### src/rtl/mem_stage_pkg.sv
// Shared definitions for the memory-access stage.
//   - RV32I opcode constants used to classify the incoming slot
//   - load/store funct3 (width/sign) constants
//   - mem_state_t: request FSM states
//   - helpers: misalignment test and "opcode writes rd" decode
package mem_stage_pkg;

  localparam logic [6:0] OPC_LOAD   = 7'b0000011;
  localparam logic [6:0] OPC_STORE  = 7'b0100011;
  localparam logic [6:0] OPC_OP     = 7'b0110011;
  localparam logic [6:0] OPC_OP_IMM = 7'b0010011;
  localparam logic [6:0] OPC_LUI    = 7'b0110111;
  localparam logic [6:0] OPC_AUIPC  = 7'b0010111;
  localparam logic [6:0] OPC_JAL    = 7'b1101111;
  localparam logic [6:0] OPC_JALR   = 7'b1100111;
  localparam logic [6:0] OPC_BRANCH = 7'b1100011;

  localparam logic [2:0] F3_B  = 3'd0;
  localparam logic [2:0] F3_H  = 3'd1;
  localparam logic [2:0] F3_W  = 3'd2;
  localparam logic [2:0] F3_BU = 3'd4;
  localparam logic [2:0] F3_HU = 3'd5;

  typedef enum logic [1:0] {
    IDLE = 2'd0,
    REQ  = 2'd1,
    WAIT = 2'd2
  } mem_state_t;

  // Halfwords need bit 0 clear, words need both low bits clear.
  function automatic logic is_misaligned(input logic [2:0] funct3,
                                         input logic [1:0] addr_lo);
    logic result;
    result = 1'b0;
    case (funct3)
      F3_H, F3_HU: result = addr_lo[0];
      F3_W:        result = |addr_lo;
      default:     result = 1'b0;
    endcase
    return result;
  endfunction

  function automatic logic writes_rd(input logic [6:0] opcode);
    logic result;
    result = 1'b0;
    case (opcode)
      OPC_OP, OPC_OP_IMM, OPC_LUI, OPC_AUIPC, OPC_JAL, OPC_JALR: result = 1'b1;
      default: result = 1'b0;
    endcase
    return result;
  endfunction

endpackage

### src/rtl/mem_stage_lsu_align.sv
// lsu_align: purely combinational lane handling for the memory stage.
//   funct3      in  3   width/sign selector of the held access
//   addr_lo     in  2   byte offset within the word
//   store_data  in  32  raw rs2 value
//   load_word   in  32  word returned by memory
//   wstrb       out 4   byte enables for the store
//   wdata       out 32  store data replicated into every candidate lane
//   load_data   out 32  selected lane, sign- or zero-extended
module lsu_align
  import mem_stage_pkg::*;
(
  input  logic [2:0]  funct3,
  input  logic [1:0]  addr_lo,
  input  logic [31:0] store_data,
  input  logic [31:0] load_word,
  output logic [3:0]  wstrb,
  output logic [31:0] wdata,
  output logic [31:0] load_data
);

  logic [31:0] shifted;

  always_comb begin
    wstrb = 4'b1111;
    wdata = store_data;
    case (funct3[1:0])
      2'd0: begin
        wstrb = 4'b0001 << addr_lo;
        wdata = {4{store_data[7:0]}};
      end
      2'd1: begin
        wstrb = 4'b0011 << addr_lo;
        wdata = {2{store_data[15:0]}};
      end
      default: begin
        wstrb = 4'b1111;
        wdata = store_data;
      end
    endcase
  end

  // Bring the addressed lane down to bit 0 before extending.
  assign shifted = load_word >> {addr_lo, 3'b000};

  always_comb begin
    load_data = shifted;
    case (funct3)
      F3_B:    load_data = {{24{shifted[7]}}, shifted[7:0]};
      F3_H:    load_data = {{16{shifted[15]}}, shifted[15:0]};
      F3_BU:   load_data = {24'd0, shifted[7:0]};
      F3_HU:   load_data = {16'd0, shifted[15:0]};
      default: load_data = shifted;
    endcase
  end

endmodule

### src/rtl/mem_stage.sv
// mem_stage: memory-access pipeline stage after execute.
//   in_*        instruction slot from execute (held stable while out_stall)
//   out_stall   upstream must hold in_* next cycle
//   mem_req_*   data-memory request channel (valid/ready)
//   mem_rsp_*   load response (single-cycle pulse, no backpressure)
//   out_*       registered write-back slot
//   fsm_state   debug view of the request FSM
//
// Handshake: a request transfers on a cycle where mem_req_valid && mem_req_ready.
// Once valid rises, valid and all mem_req_* fields stay constant until that
// transfer (only rst may withdraw it). Responses are only accepted in WAIT.
module mem_stage
  import mem_stage_pkg::*;
(
  input  logic        clk,
  input  logic        rst,
  input  logic        in_noop,
  input  logic [6:0]  in_opcode,
  input  logic [2:0]  in_funct3,
  input  logic [4:0]  in_rd,
  input  logic [31:0] in_res,
  input  logic [31:0] in_rs2_data,
  output logic        out_stall,
  output logic        mem_req_valid,
  input  logic        mem_req_ready,
  output logic [31:0] mem_req_addr,
  output logic        mem_req_we,
  output logic [3:0]  mem_req_wstrb,
  output logic [31:0] mem_req_wdata,
  input  logic        mem_rsp_valid,
  input  logic [31:0] mem_rsp_rdata,
  output logic        out_noop,
  output logic [4:0]  out_rd,
  output logic        out_wb_en,
  output logic [31:0] out_res,
  output logic        out_misaligned,
  output mem_state_t  fsm_state
);

  mem_state_t  state, state_next;
  logic        lat_load;
  logic [2:0]  lat_funct3;
  logic [4:0]  lat_rd;
  logic [31:0] lat_addr;
  logic [31:0] lat_wdata;
  logic [31:0] load_data;

  logic is_load_op, is_store_op, funct3_ok, mem_op_ok, misaligned, start;

  assign is_load_op  = !in_noop && (in_opcode == OPC_LOAD);
  assign is_store_op = !in_noop && (in_opcode == OPC_STORE);
  assign funct3_ok   = is_load_op
                       ? (in_funct3 inside {F3_B, F3_H, F3_W, F3_BU, F3_HU})
                       : (in_funct3 inside {F3_B, F3_H, F3_W});
  assign mem_op_ok   = (is_load_op || is_store_op) && funct3_ok;
  assign misaligned  = mem_op_ok && is_misaligned(in_funct3, in_res[1:0]);
  assign start       = mem_op_ok && !misaligned;

  always_ff @(posedge clk) begin
    if (rst) state <= IDLE;
    else     state <= state_next;
  end

  // Stall drops in the completing cycle so the held slot is not re-accepted.
  always_comb begin
    state_next = state;
    out_stall  = 1'b0;
    case (state)
      IDLE: begin
        if (start) begin
          state_next = REQ;
          out_stall  = 1'b1;
        end
      end
      REQ: begin
        out_stall = 1'b1;
        if (mem_req_ready) begin
          state_next = lat_load ? WAIT : IDLE;
          out_stall  = lat_load;
        end
      end
      WAIT: begin
        out_stall = 1'b1;
        if (mem_rsp_valid) begin
          state_next = IDLE;
          out_stall  = 1'b0;
        end
      end
      default: state_next = IDLE;
    endcase
  end

  always_ff @(posedge clk) begin
    if (rst) begin
      lat_load   <= 1'b0;
      lat_funct3 <= 3'd0;
      lat_rd     <= 5'd0;
      lat_addr   <= 32'd0;
      lat_wdata  <= 32'd0;
    end else if (state == IDLE && start) begin
      lat_load   <= is_load_op;
      lat_funct3 <= in_funct3;
      lat_rd     <= in_rd;
      lat_addr   <= in_res;
      lat_wdata  <= in_rs2_data;
    end
  end

  lsu_align u_align (
    .funct3     (lat_funct3),
    .addr_lo    (lat_addr[1:0]),
    .store_data (lat_wdata),
    .load_word  (mem_rsp_rdata),
    .wstrb      (mem_req_wstrb),
    .wdata      (mem_req_wdata),
    .load_data  (load_data)
  );

  assign mem_req_valid = (state == REQ);
  assign mem_req_addr  = {lat_addr[31:2], 2'b00};
  assign mem_req_we    = !lat_load;
  assign fsm_state     = state;

  // Every cycle defaults to a bubble; only a completing slot overrides it.
  always_ff @(posedge clk) begin
    if (rst) begin
      out_noop       <= 1'b1;
      out_wb_en      <= 1'b0;
      out_misaligned <= 1'b0;
      out_rd         <= 5'd0;
      out_res        <= 32'd0;
    end else begin
      out_noop       <= 1'b1;
      out_wb_en      <= 1'b0;
      out_misaligned <= 1'b0;
      case (state)
        IDLE: begin
          if (!in_noop && !is_load_op && !is_store_op) begin
            out_noop  <= 1'b0;
            out_rd    <= in_rd;
            out_res   <= in_res;
            out_wb_en <= writes_rd(in_opcode) && (in_rd != 5'd0);
          end else if (misaligned) begin
            out_misaligned <= 1'b1;
          end
        end
        REQ: begin
          if (!lat_load && mem_req_ready) begin
            out_noop <= 1'b0;
            out_rd   <= lat_rd;
            out_res  <= lat_addr;
          end
        end
        WAIT: begin
          if (mem_rsp_valid) begin
            out_noop  <= 1'b0;
            out_rd    <= lat_rd;
            out_res   <= load_data;
            out_wb_en <= (lat_rd != 5'd0);
          end
        end
        default: ;
      endcase
    end
  end

endmodule

### config.mk
export PLATFORM = sky130hd
export DESIGN_NAME = mem_stage
export DESIGN_NICKNAME = d
export VERILOG_FILES = /design/src/rtl/mem_stage_pkg.sv /design/src/rtl/mem_stage_lsu_align.sv /design/src/rtl/mem_stage.sv
export SDC_FILE = /design/constraint.sdc
export NUM_CORES = 1
export LEC_CHECK = 0
export BUFFER_PORTS_ARGS = -buffer_cell sky130_fd_sc_hd__buf_2
export CAP_MARGIN = 20
export CORE_ASPECT_RATIO = 1.75
export CORE_MARGIN = 2
export CORE_UTILIZATION = 34
export DETAILED_ROUTE_END_ITERATION = 7
export GPL_ROUTABILITY_DRIVEN = 0
export PLACE_DENSITY = 0.57
export SETUP_SLACK_MARGIN = 0.5
export SLEW_MARGIN = 10
export SYNTH_ARGS = -nofsm -noshare
export SYNTH_HDL_FRONTEND = slang
export SYNTH_SLANG_ARGS = --single-unit
### constraint.sdc
create_clock -name clk -period 2.3 [get_ports clk]
set_input_delay 0.115 -clock clk [delete_from_list [all_inputs] [get_ports clk]]
set_output_delay 0.115 -clock clk [all_outputs]
set_load 0.01 [all_outputs]
* Word-level counts from Yosys, hierarchy flattened
Index checks and enable logic that the tools add are counted.
Word-level totals: bits in registers 115, input port bits 116, output and inout bits 113
Cells by class: equal/unequal tests 23, shifts and indexed selects 3, muxes and demuxes 33, bitwise logic cells 1, reduce and logical (&&, ||, !) cells 31
Operators with widths (count):
- $pmux 32 s4 | 1
- $mux 32 | 3
- $pmux 32 s3 | 1
- $pmux 32 s2 | 1
- $shr 32x5->32 | 1
- $eq 7x6->1 const B | 3
- $mux 5 | 3
- $pmux 5 s3 | 1
- $reduce_bool 5->1 | 3
- $eq 7x5->1 const B | 2
- $eq 7x7->1 const B | 2
- $mux 1 | 13
- $eq 3x3->1 const B | 4
- $logic_and 1x1->1 | 10
- $mux 2 | 4
- $pmux 4 s2 | 1
- $eq 7x2->1 const B | 1
- $eq 3x1->1 const B | 2
- $logic_not 3->1 | 2
- $ne 2x1->1 const B | 3
- $pmux 1 s3 | 2
- $pmux 2 s3 | 1
- $reduce_bool 3->1 | 2
- $reduce_or 6->1 | 1
- other kinds (15) | 24

* Longest topological paths before layout
Gate-level depths: netlist (run 1).
depth after elaboration 11, mapped depth 8, gate-level depth less buffers 6

* Cells and area by module
A second synthesis (run 1) with hierarchy kept.
Unflattened totals: cells, all modules 752, area total of the unflattened synthesis 6376.1 um^2
Modules (own cells, without submodules):
- mem_stage | times used 1, cells each 561, area each 5103.6 um^2, seq. area each 2302.2 um^2
- lsu_align | times used 1, cells each 191, area each 1272.5 um^2, seq. area each 0.0 um^2

* Worst setup path after synthesis (run 1)
OpenSTA, ideal clock, no wires.
path type register to register, from reg state[0], in the netlist fsm_state[0], to reg out_res[16], setup time 0.117 ns, arrival 1.902 ns, path slack 0.280 ns, stages on the path, launching flop included 8, path buffers 1, clock period less this slack 2.020 ns, cells stage by stage dfxtp_1 > inv_1 > ha_1 > or3b_1 > o22ai_2 > buf_2 > o221ai_2 > a32o_1
Between the ends: longest elaborated chain between the ends 3, elaborated cells between the ends (all ways) 9, classes of those cells 5 x eq/ne; 1 x mux; 3 x reduce/logical
Ends and longest elaborated chain:
- from (decl) | line mem_stage.sv:40 | mem_state_t state, state_next;
- from (signal assigned) | line mem_stage.sv:61 | else state <= state_next;
- $eq 2x1->1 (tied with other cells) | line mem_stage.sv:136 | case (state)
- $ne 2x1->1 (no source line) (tied with other cells)
- $reduce_and 4->1 (no source line)
- to (signal assigned) | line mem_stage.sv:141 | out_res <= in_res;
- to (signal assigned) | line mem_stage.sv:151 | out_res <= lat_addr;
- to (signal assigned) | line mem_stage.sv:158 | out_res <= load_data;
- to (decl) | line mem_stage.sv:35 | output logic [31:0] out_res,
Several ways; a longest one is shown, not always the timed one. A chain may end at the register's enable or synchronous reset.

* Worst setup path after layout (run 1)
from reg state[1], in the netlist fsm_state[1], to reg out_res[18]
The elaborated chain is that of the path after synthesis.

==> impl_metrics.tcl, run 1 <==
set metrics [dict create \
    syn_avg_cell_area_sq_um 8.04 \
    layout_commonest_cell "buf_2" \
    endpoint_kind "register" \
    power_density_mw_per_mm2 613 \
    worst_slew_pin_slew_ps 612 \
    path_buf_inv 4 \
    die_w_um 106 \
    synthTopCellsByArea "dfxtp_1, nand2_1, a21oi_1" \
    setup_viol 0 \
    finalSetupTns_ps 0 \
    async_flop_share 0 \
    synth_top_area_share 0.370 \
    dieArea_sq_mm 0.0194 \
    startpoint_type "register" \
    min_period_ps 1930 \
    netlist_area_sq_mm 0.00622 \
    arrival_ps 2220 \
    start_util 0.346 \
    fill_cells 1730 \
    overflow 0 \
    coreArea_sq_mm 0.0180 \
    clk_pin_slew_ps 60 \
    dp_hpwl_um 16600 \
    holdCritPathClass "in -> reg" \
    die_y_um 183 \
    final_cell_mix "buf_2, nand2_1, dfxtp_1" \
    num_io_pins 229 \
    clockBufferDepth 2 \
    grt_pass1_vias 6664 \
    grt_max_degree 40 \
    finalWirelength_um 23700 \
    cts_num_sinks 115 \
    track_usage 0.238 \
    drv_cap 0 \
    port-buffer-count 226 \
    hold_viol_final 0 \
    ys_warn_count 0 \
    area_delta_synth_final_pct 47.7 \
    routed_via_density 5.18 \
    ff2ff_setup_slack_ps 370 \
    setup_slack_ps 374 \
    critPathRequiredTime_ps 2600 \
    relSlewSlack 0.592 \
    insertion_delay_ps 410 \
    htreeDepth 4 \
    critPathTopFamily "compound AO/OA/AOI/OAI gates" \
    wl_per_cell_um 18.3 \
    ys_seq_elements 115 \
    crit_chain "inv_4, ha_4, buf_4, buf_8, o21ai_2, a221oi_4, buf_6, o221ai_2, a32o_1" \
    p_total_mw 5.63 \
    dr.pass1.iters 5 \
    dp_slack_ps 219 \
    antenna_left 0 \
    cts_tree "yes" \
    peakVddDrop_v 0.000416 \
    synth_flop_cell "dfxtp_1" \
    num_vias 6691 \
    slew_viol_final 0 \
    cp_slowest_cell "dfxtp_4" \
    p_leak_nw 3.79 \
    cts_inserted_buffers 17 \
    placed_area_sq_mm 0.00740 \
    finalInstanceArea_sq_mm 0.00919 \
    cts-root-buf "clkbuf_16" \
    rows 65 \
    grt_antenna_before_repair 5 \
    worst-setup-path-type "reg -> reg" \
    slowest_delay_ps 360 \
    yosysTopAreaCell "dfxtp_1" \
    drcViolationCount 0 \
    grt_pass1_wl_um 35900 \
    fmax_mhz 519 \
    post-route-period-util 0.838 \
    synth_edf_count 0 \
    drive_above_1_share 0.382 \
    finClkSkew_ps 9.45 \
    drt_iter0_markers 378 \
    synthCells 774 \
    status "complete, no violations" \
    ys_seq_area_frac 0.370 \
    path_max_fanout 8 \
    rsz0062_at_grt "true" \
    nets 1160 \
    synth_cell_types 61 \
]
path summary, 6_finish.rpt:
check,from,to,cells after the start
worst max-delay path,fsm_state[1]$_SDFFE_PP0P_,out_res[18]$_SDFFE_PP0P_,9
worst max register to register,fsm_state[1]$_SDFFE_PP0P_,out_res[18]$_SDFFE_PP0P_,9
worst min register to register,lat_wdata[19]$_SDFFE_PP0P_,lat_wdata[19]$_SDFFE_PP0P_,2
worst min-delay path,in_funct3[0],lat_funct3[0]$_SDFFE_PP0P_,3
through the flow:
stage	util	hold slack (ps)	instances
after detailed placement	0.412	364	1163
after CTS	0.505	4.10	1283
after global routing	0.511	14.4	1292
after global placement	0.412	361	1163
after floorplan	-	255	775
final	0.511	10.7	1292
cell type report:
cell class	count	area (sq um)	area share
diodes	5	12.5	0.00136
clock buffers	18	439	0.0478
clock inverters	14	226	0.0246
inverters	10	43.8	0.00477
multi-input cells	547	3480	0.378
flip-flops and latches	115	2320	0.252
well taps	234	293	0.0319
repair buffers	349	2380	0.259
repair_timing:
action	4_1_cts	5_1_grt
endpoints found under the hold margin	70	0
cloned	2	2
hold buffers	70	0
buffers inserted	16	2
pin swaps	15	14
endpoints found under the setup margin	52	51
resized for setup	35	17
power breakdown:
group	internal (mW)	total, mW	switching (mW)	leakage (nW)
Clock	1.97	3.01	1.04	0.318
Combinational	0.292	0.559	0.267	2.53
Sequential	2.03	2.06	0.0313	0.938
Total	4.29	5.63	1.34	3.79
metal layers:
metal,vias up,share of wire,global-route usage
li1,3250,-,-
met1,3142,0.37,0.253
met2,245,0.53,0.425
met3,54,0.056,0.0590
met4,0,0.041,0.129
met5,-,0,0
cell usage after synthesis, drive strengths merged, types with 3 or more instances:
cell type	count
dfxtp	115
or2	30
nand2	193
a22oi	8
a32o	24
mux2i	29
nand2b	3
nor2b	3
inv	9
o221ai	8
nand3	9
a21oi	107
a221oi	4
o21ai	27
o211ai	4
clkbuf	33
a211oi	6
mux2	11
a31oi	6
nand4	8
buf	70
ha	4
a221o	6
nor3	4
mux4	7
nor2	15
flip-flops by register name, summed over array words and instances, names as in the netlist:
name and flops:
lat_addr 32, lat_wdata 32, out_res 32, lat_rd 5, out_rd 5, lat_funct3 3, fsm_state 2, lat_load 1
out_misaligned 1, out_noop 1, out_wb_en 1
worst register-to-register path: cells and delay by family (launching register included):
kind / cells / cell delay [ps]
adders and majority gates: 1 / 270
buffers and inverters: 4 / 470
AOI/OAI and AO/OA: 4 / 720
DFF: 1 / 360
cells by family (layout without fill, tap and decap cells):
kind of cell / count (synthesis) / count (layout) / share of synthesized area
AND/OR/NAND/NOR: 277 / 277 / 0.198
AO/OA/AOI/OAI: 217 / 217 / 0.231
flip-flops: 115 / 115 / 0.370
buffers and inverters: 113 / 391 / 0.0999
multiplexers: 47 / 47 / 0.0925
adder cells (fa/ha/maj): 4 / 4 / 0.00804
other: 1 / 7 / 0.000603
Note: power is estimated with default switching activity, not from simulation.
==> run 2: changes to the inputs <==
==> constraint.sdc (replaced) <==
create_clock -name clk -period 1.8 [get_ports clk]
set_input_delay 0.09 -clock clk [delete_from_list [all_inputs] [get_ports clk]]
set_output_delay 0.09 -clock clk [all_outputs]
set_load 0.01 [all_outputs]
==> impl_metrics.tcl, run 2 (synthesis gave the netlist of run 1 again) <==
set metrics [dict create \
    finalWirelength_um 30600 \
    slew_viol_final 0 \
    drive_above_1_share 0.621 \
    overflow 0 \
    worst-setup-path-type "reg -> reg" \
    min_period_ps 1850 \
    clk_pin_slew_ps 60 \
    endpoint_kind "register" \
    cts_num_sinks 115 \
    p_leak_nw 5.23 \
    rows 65 \
    fill_cells 1358 \
    relSlewSlack 0.547 \
    critPathRequiredTime_ps 2110 \
    power_density_mw_per_mm2 581 \
    peakVddDrop_v 0.000518 \
    layout_commonest_cell "buf_2" \
    clockBufferDepth 2 \
    dr.pass1.iters 5 \
    holdCritPathClass "in -> reg" \
    insertion_delay_ps 420 \
    num_vias 7788 \
    reg_top3 "lat_addr (32), lat_wdata (32), out_res (32)" \
    antenna_left 0 \
    worst_slew_pin_slew_ps 679 \
    die_y_um 183 \
    area_delta_synth_final_pct 96.3 \
    routed_via_density 5.58 \
    num_io_pins 229 \
    path_max_fanout 6 \
    fmax_mhz 540 \
    cts-root-buf "clkbuf_16" \
    hold_viol_final 0 \
    dp_hpwl_um 17100 \
    drv_cap 0 \
    finClkSkew_ps 13.0 \
    cts_tree "yes" \
    diodes 0 \
    port-buffer-count 226 \
    post-route-period-util 1.03 \
    grt_pass1_vias 7772 \
    start_util 0.346 \
    dp_slack_ps -80.3 \
    track_usage 0.283 \
    final_cell_mix "buf_2, dfxtp_1, nand2_4" \
    grt_antenna_before_repair 0 \
    drcViolationCount 0 \
    nets 1269 \
    failed_checks "setup timing" \
    die_w_um 106 \
    ff2ff_setup_slack_ps -50 \
    arrival_ps 2160 \
    rsz0062_at_grt "true" \
    coreArea_sq_mm 0.0180 \
    setup_slack_ps -51.1 \
    wl_per_cell_um 21.9 \
    dieArea_sq_mm 0.0194 \
    drt_iter0_markers 484 \
    startpoint_type "register" \
    htreeDepth 4 \
    status "finished with violations" \
    grt_pass1_wl_um 42100 \
    setup_viol 16 \
    grt_max_degree 40 \
    cts_inserted_buffers 17 \
    fin_util 0.680 \
]
-- run 2: changes by cell type in the layout (fill, tap and decap cells not counted), sizes merged --
cell,change
buf,+103
bufinv,-2
clkbuf,+5
clkinv,+1
clkinvlp,+1
diode,-5
dlygate4sd3,+1
-- run 2: path summary, 6_finish.rpt --
check	cells past startpoint	startpoint	end
hold / removal	3	in_res[0]	lat_addr[0]$_SDFFE_PP0P_
setup reg to reg	9	fsm_state[1]$_SDFFE_PP0P_	out_res[23]$_SDFFE_PP0P_
hold reg to reg	2	lat_wdata[30]$_SDFFE_PP0P_	lat_wdata[30]$_SDFFE_PP0P_
setup / recovery	9	fsm_state[1]$_SDFFE_PP0P_	out_res[23]$_SDFFE_PP0P_
-- run 2: power breakdown --
part | internal, mW | total, mW | switching [mW]
registers | 2.60 | 2.64 | 0.0436
clock network | 2.23 | 3.60 | 1.37
logic | 0.432 | 0.861 | 0.429
-- run 2: cell type report --
class,count,area [sq um],share of cell area
inverters,10,50.0,0.00410
multi-input cells,547,4650,0.381
repair buffers,458,4280,0.350
clock buffers,18,439,0.0360
clock inverters,14,179,0.0146
flip-flops and latches,115,2320,0.190
well taps,234,293,0.0240
-- run 2: metal layers --
| metal | share of wire | vias to the layer above | track usage |
|---|---|---|---|
| li1 | - | 3481 | - |
| met3 | 0.060 | 126 | 0.0526 |
| met2 | 0.54 | 392 | 0.542 |
| met5 | 0 | - | 0 |
| met4 | 0.059 | 0 | 0.159 |
| met1 | 0.34 | 3789 | 0.279 |
-- run 2: timing repair --
action,CTS,global route
hold buffers,71,0
cloned,24,7
hold endpoints to repair,71,0
resized for setup,229,254
endpoints found under the setup margin,143,143
pin swaps,67,115
buffers inserted,51,20
-- run 2: per-stage QoR --
step / hold WS [ps] / std cells / power [mW] / area (sq um) / setup TNS [ps]
4_1_cts: 4.80 / 1369 / 7.01 / 10900 / -715
3_5_place_dp: 337 / 1191 / 3.28 / 7700 / -1030
5_1_grt: -0.770 / 1396 / 7.27 / 12200 / -1990
6_report: 7.82 / 1396 / 7.10 / 12200 / -484
3_3_place_gp: 332 / 1191 / 3.28 / 7700 / -538
2_1_floorplan: 225 / 775 / 2.94 / 6500 / -436
-- run 2: critical path, cell delays in order, from the launching register on --
cell	delay, ps
dfxtp_4	350
inv_4	60
buf_6	100
ha_4	170
inv_4	50
o211ai_1	340
nor3_4	90
buf_6	160
clkbuf_16	150
a32o_1	260
==> run 3: changes to the inputs <==
--- a/config.mk
+++ b/config.mk
@@ -8,11 +8,11 @@
 export BUFFER_PORTS_ARGS = -buffer_cell sky130_fd_sc_hd__buf_2
 export CAP_MARGIN = 20
 export CORE_ASPECT_RATIO = 1.75
-export CORE_MARGIN = 2
+export CORE_MARGIN = 10
 export CORE_UTILIZATION = 34
 export DETAILED_ROUTE_END_ITERATION = 7
 export GPL_ROUTABILITY_DRIVEN = 0
-export PLACE_DENSITY = 0.57
+export PLACE_DENSITY = 0.6
 export SETUP_SLACK_MARGIN = 0.5
 export SLEW_MARGIN = 10
 export SYNTH_ARGS = -nofsm -noshare
==> impl_metrics.tcl, run 3 (synthesis gave the netlist of run 1 again) <==
set metrics [dict create \
    setup_slack_ps -83.7 \
    drv_cap 0 \
    nets 1221 \
    slowest_delay_ps 350 \
    path_max_fanout 5 \
    grt_pass1_wl_um 42100 \
    startpoint_type "register" \
    hold_start "in_res[0]" \
    fill_cells 1498 \
    die_w_um 122 \
    relSlewSlack 0.649 \
    slew_viol_final 0 \
    holdCritPathClass "in -> reg" \
    dp_cells 1186 \
    num_io_pins 229 \
    failed_checks "setup timing" \
    finalSetupTns_ps -1210 \
    clockBufferDepth 2 \
    drive_above_1_share 0.580 \
    insertion_delay_ps 420 \
    rsz0062_at_grt "true" \
    area_delta_synth_final_pct 81.0 \
    critPathTopFamily "buffers and inverters" \
    r2r-start "fsm_state[1]$_SDFFE_PP0P_" \
    drt_iter0_markers 396 \
    cts_num_sinks 115 \
    track_usage 0.221 \
    finalWirelength_um 29100 \
    routed_via_density 5.45 \
    path_buf_inv 3 \
    dr.pass1.iters 8 \
    grt_antenna_before_repair 0 \
    hold_viol_final 0 \
    peakVddDrop_v 0.000504 \
    reg_top3 "lat_addr (32), lat_wdata (32), out_res (32)" \
    grt_max_degree 51 \
    p_total_mw 7.13 \
    port-buffer-count 226 \
    dp_hpwl_um 18400 \
    setup_viol 26 \
    crit_chain "inv_4, ha_1, nand2b_1, buf_4, a41oi_2, buf_2" \
    clk_pin_slew_ps 60 \
    cts_tree "yes" \
    final_cells 1349 \
    grt_pass1_vias 7571 \
    overflow 0 \
    endpoint_kind "output port" \
    htreeDepth 4 \
    worst_slew_pin_slew_ps 527 \
    critPathRequiredTime_ps 1710 \
    fmax_mhz 531 \
    finClkSkew_ps 10.7 \
    die_y_um 199 \
    cp_slowest_cell "dfxtp_4" \
    antenna_left 0 \
    start_util 0.345 \
    power_density_mw_per_mm2 633 \
    cts_inserted_buffers 17 \
    drcViolationCount 0 \
    post-route-period-util 1.05 \
    wl_per_cell_um 21.6 \
    min_period_ps 1880 \
    arrival_ps 1790 \
    cts-root-buf "clkbuf_16" \
    status "finished with violations" \
    layout_commonest_cell "buf_2" \
    coreArea_sq_mm 0.0181 \
    final_cell_mix "buf_2, dfxtp_1, nand2_1" \
    num_vias 7350 \
    rows 65 \
    worst-setup-path-type "reg -> out" \
    p_leak_nw 4.93 \
    dieArea_sq_mm 0.0243 \
    startpoint "fsm_state[0]$_SDFFE_PP0P_" \
]
run 3: cell types whose count changed in the layout (fill, tap and decap cells not counted), moves of 3 or more:
| cell | before | now |
|---|---|---|
| a21oi_1 | 31 | 28 |
| o21ai_2 | 10 | 7 |
| buf_4 | 61 | 48 |
| nand2_4 | 96 | 77 |
| buf_12 | 28 | 15 |
| clkbuf_16 | 24 | 17 |
| a21oi_2 | 74 | 78 |
| nand2_1 | 71 | 101 |
| nand2_2 | 26 | 15 |
| buf_2 | 210 | 206 |
| buf_16 | 24 | 14 |
| inv_4 | 5 | 2 |
run 3: worst paths after layout:
path | end | slack, ps | depth (start not counted)
max reg2reg | out_res[21]$_SDFFE_PP0P_ | -80 | 7
max | out_stall | -80 | 6
min | lat_addr[0]$_SDFFE_PP0P_ | 10 | 3
min reg2reg | out_res[19]$_SDFFE_PP0P_ | 460 | 1
run 3: final cells by class:
type / count / area (sq um) / area share
Antenna cell: 1 / 2.50 / 0.000222
Clock buffer: 18 / 429 / 0.0381
Clock inverter: 14 / 203 / 0.0180
Inverter: 10 / 42.5 / 0.00378
Multi-Input combinational cell: 547 / 4540 / 0.403
Sequential cell: 115 / 2330 / 0.207
Tap cell: 234 / 293 / 0.0260
Timing Repair Buffer: 410 / 3430 / 0.304
run 3: power by group:
| part | total (mW) | internal (mW) | switching [mW] | leakage [nW] |
|---|---|---|---|---|
| logic | 0.828 | 0.398 | 0.430 | 3.69 |
| registers | 2.63 | 2.60 | 0.0361 | 0.939 |
| clock network | 3.67 | 2.34 | 1.33 | 0.305 |
run 3: worst reg2reg max path, stage by stage, from the launching register on:
cell and delay, ps:
dfxtp_4 370, inv_4 40, ha_4 270, or3b_4 390
o22ai_4 190, buf_12 170, o221ai_1 130, a32o_1 230
run 3: routing by layer:
layer / wire length [um] / global-route usage / vias to the layer above
li1: - / - / 3380
met1: 10300 / 0.231 / 3587
met2: 15700 / 0.400 / 300
met3: 1790 / 0.0514 / 83
met4: 1360 / 0.113 / 0
met5: 0 / 0 / -
run 3: what timing repair did:
item | in CTS | in global routing
resized for setup | 154 | 253
setup endpoints to repair | 143 | 145
endpoints found under the hold margin | 71 | 0
buffers inserted | 36 | 10
pin swaps | 40 | 104
hold buffers | 71 | 0
cloned | 13 | 0
run 3: through the flow:
| stage | cell area (sq um) | setup WS, ps | hold WS (ps) | utilization |
|---|---|---|---|---|
| final | 11300 | -83.7 | 13.9 | 0.624 |
| after global routing | 11300 | -138 | 1.16 | 0.624 |
| after CTS | 10200 | -53.5 | 2.54 | 0.565 |
| after detailed placement | 7690 | -90.9 | 339 | 0.426 |
| after global placement | 7690 | -81.2 | 334 | 0.426 |
| after floorplan | 6500 | -48.5 | 225 | - |
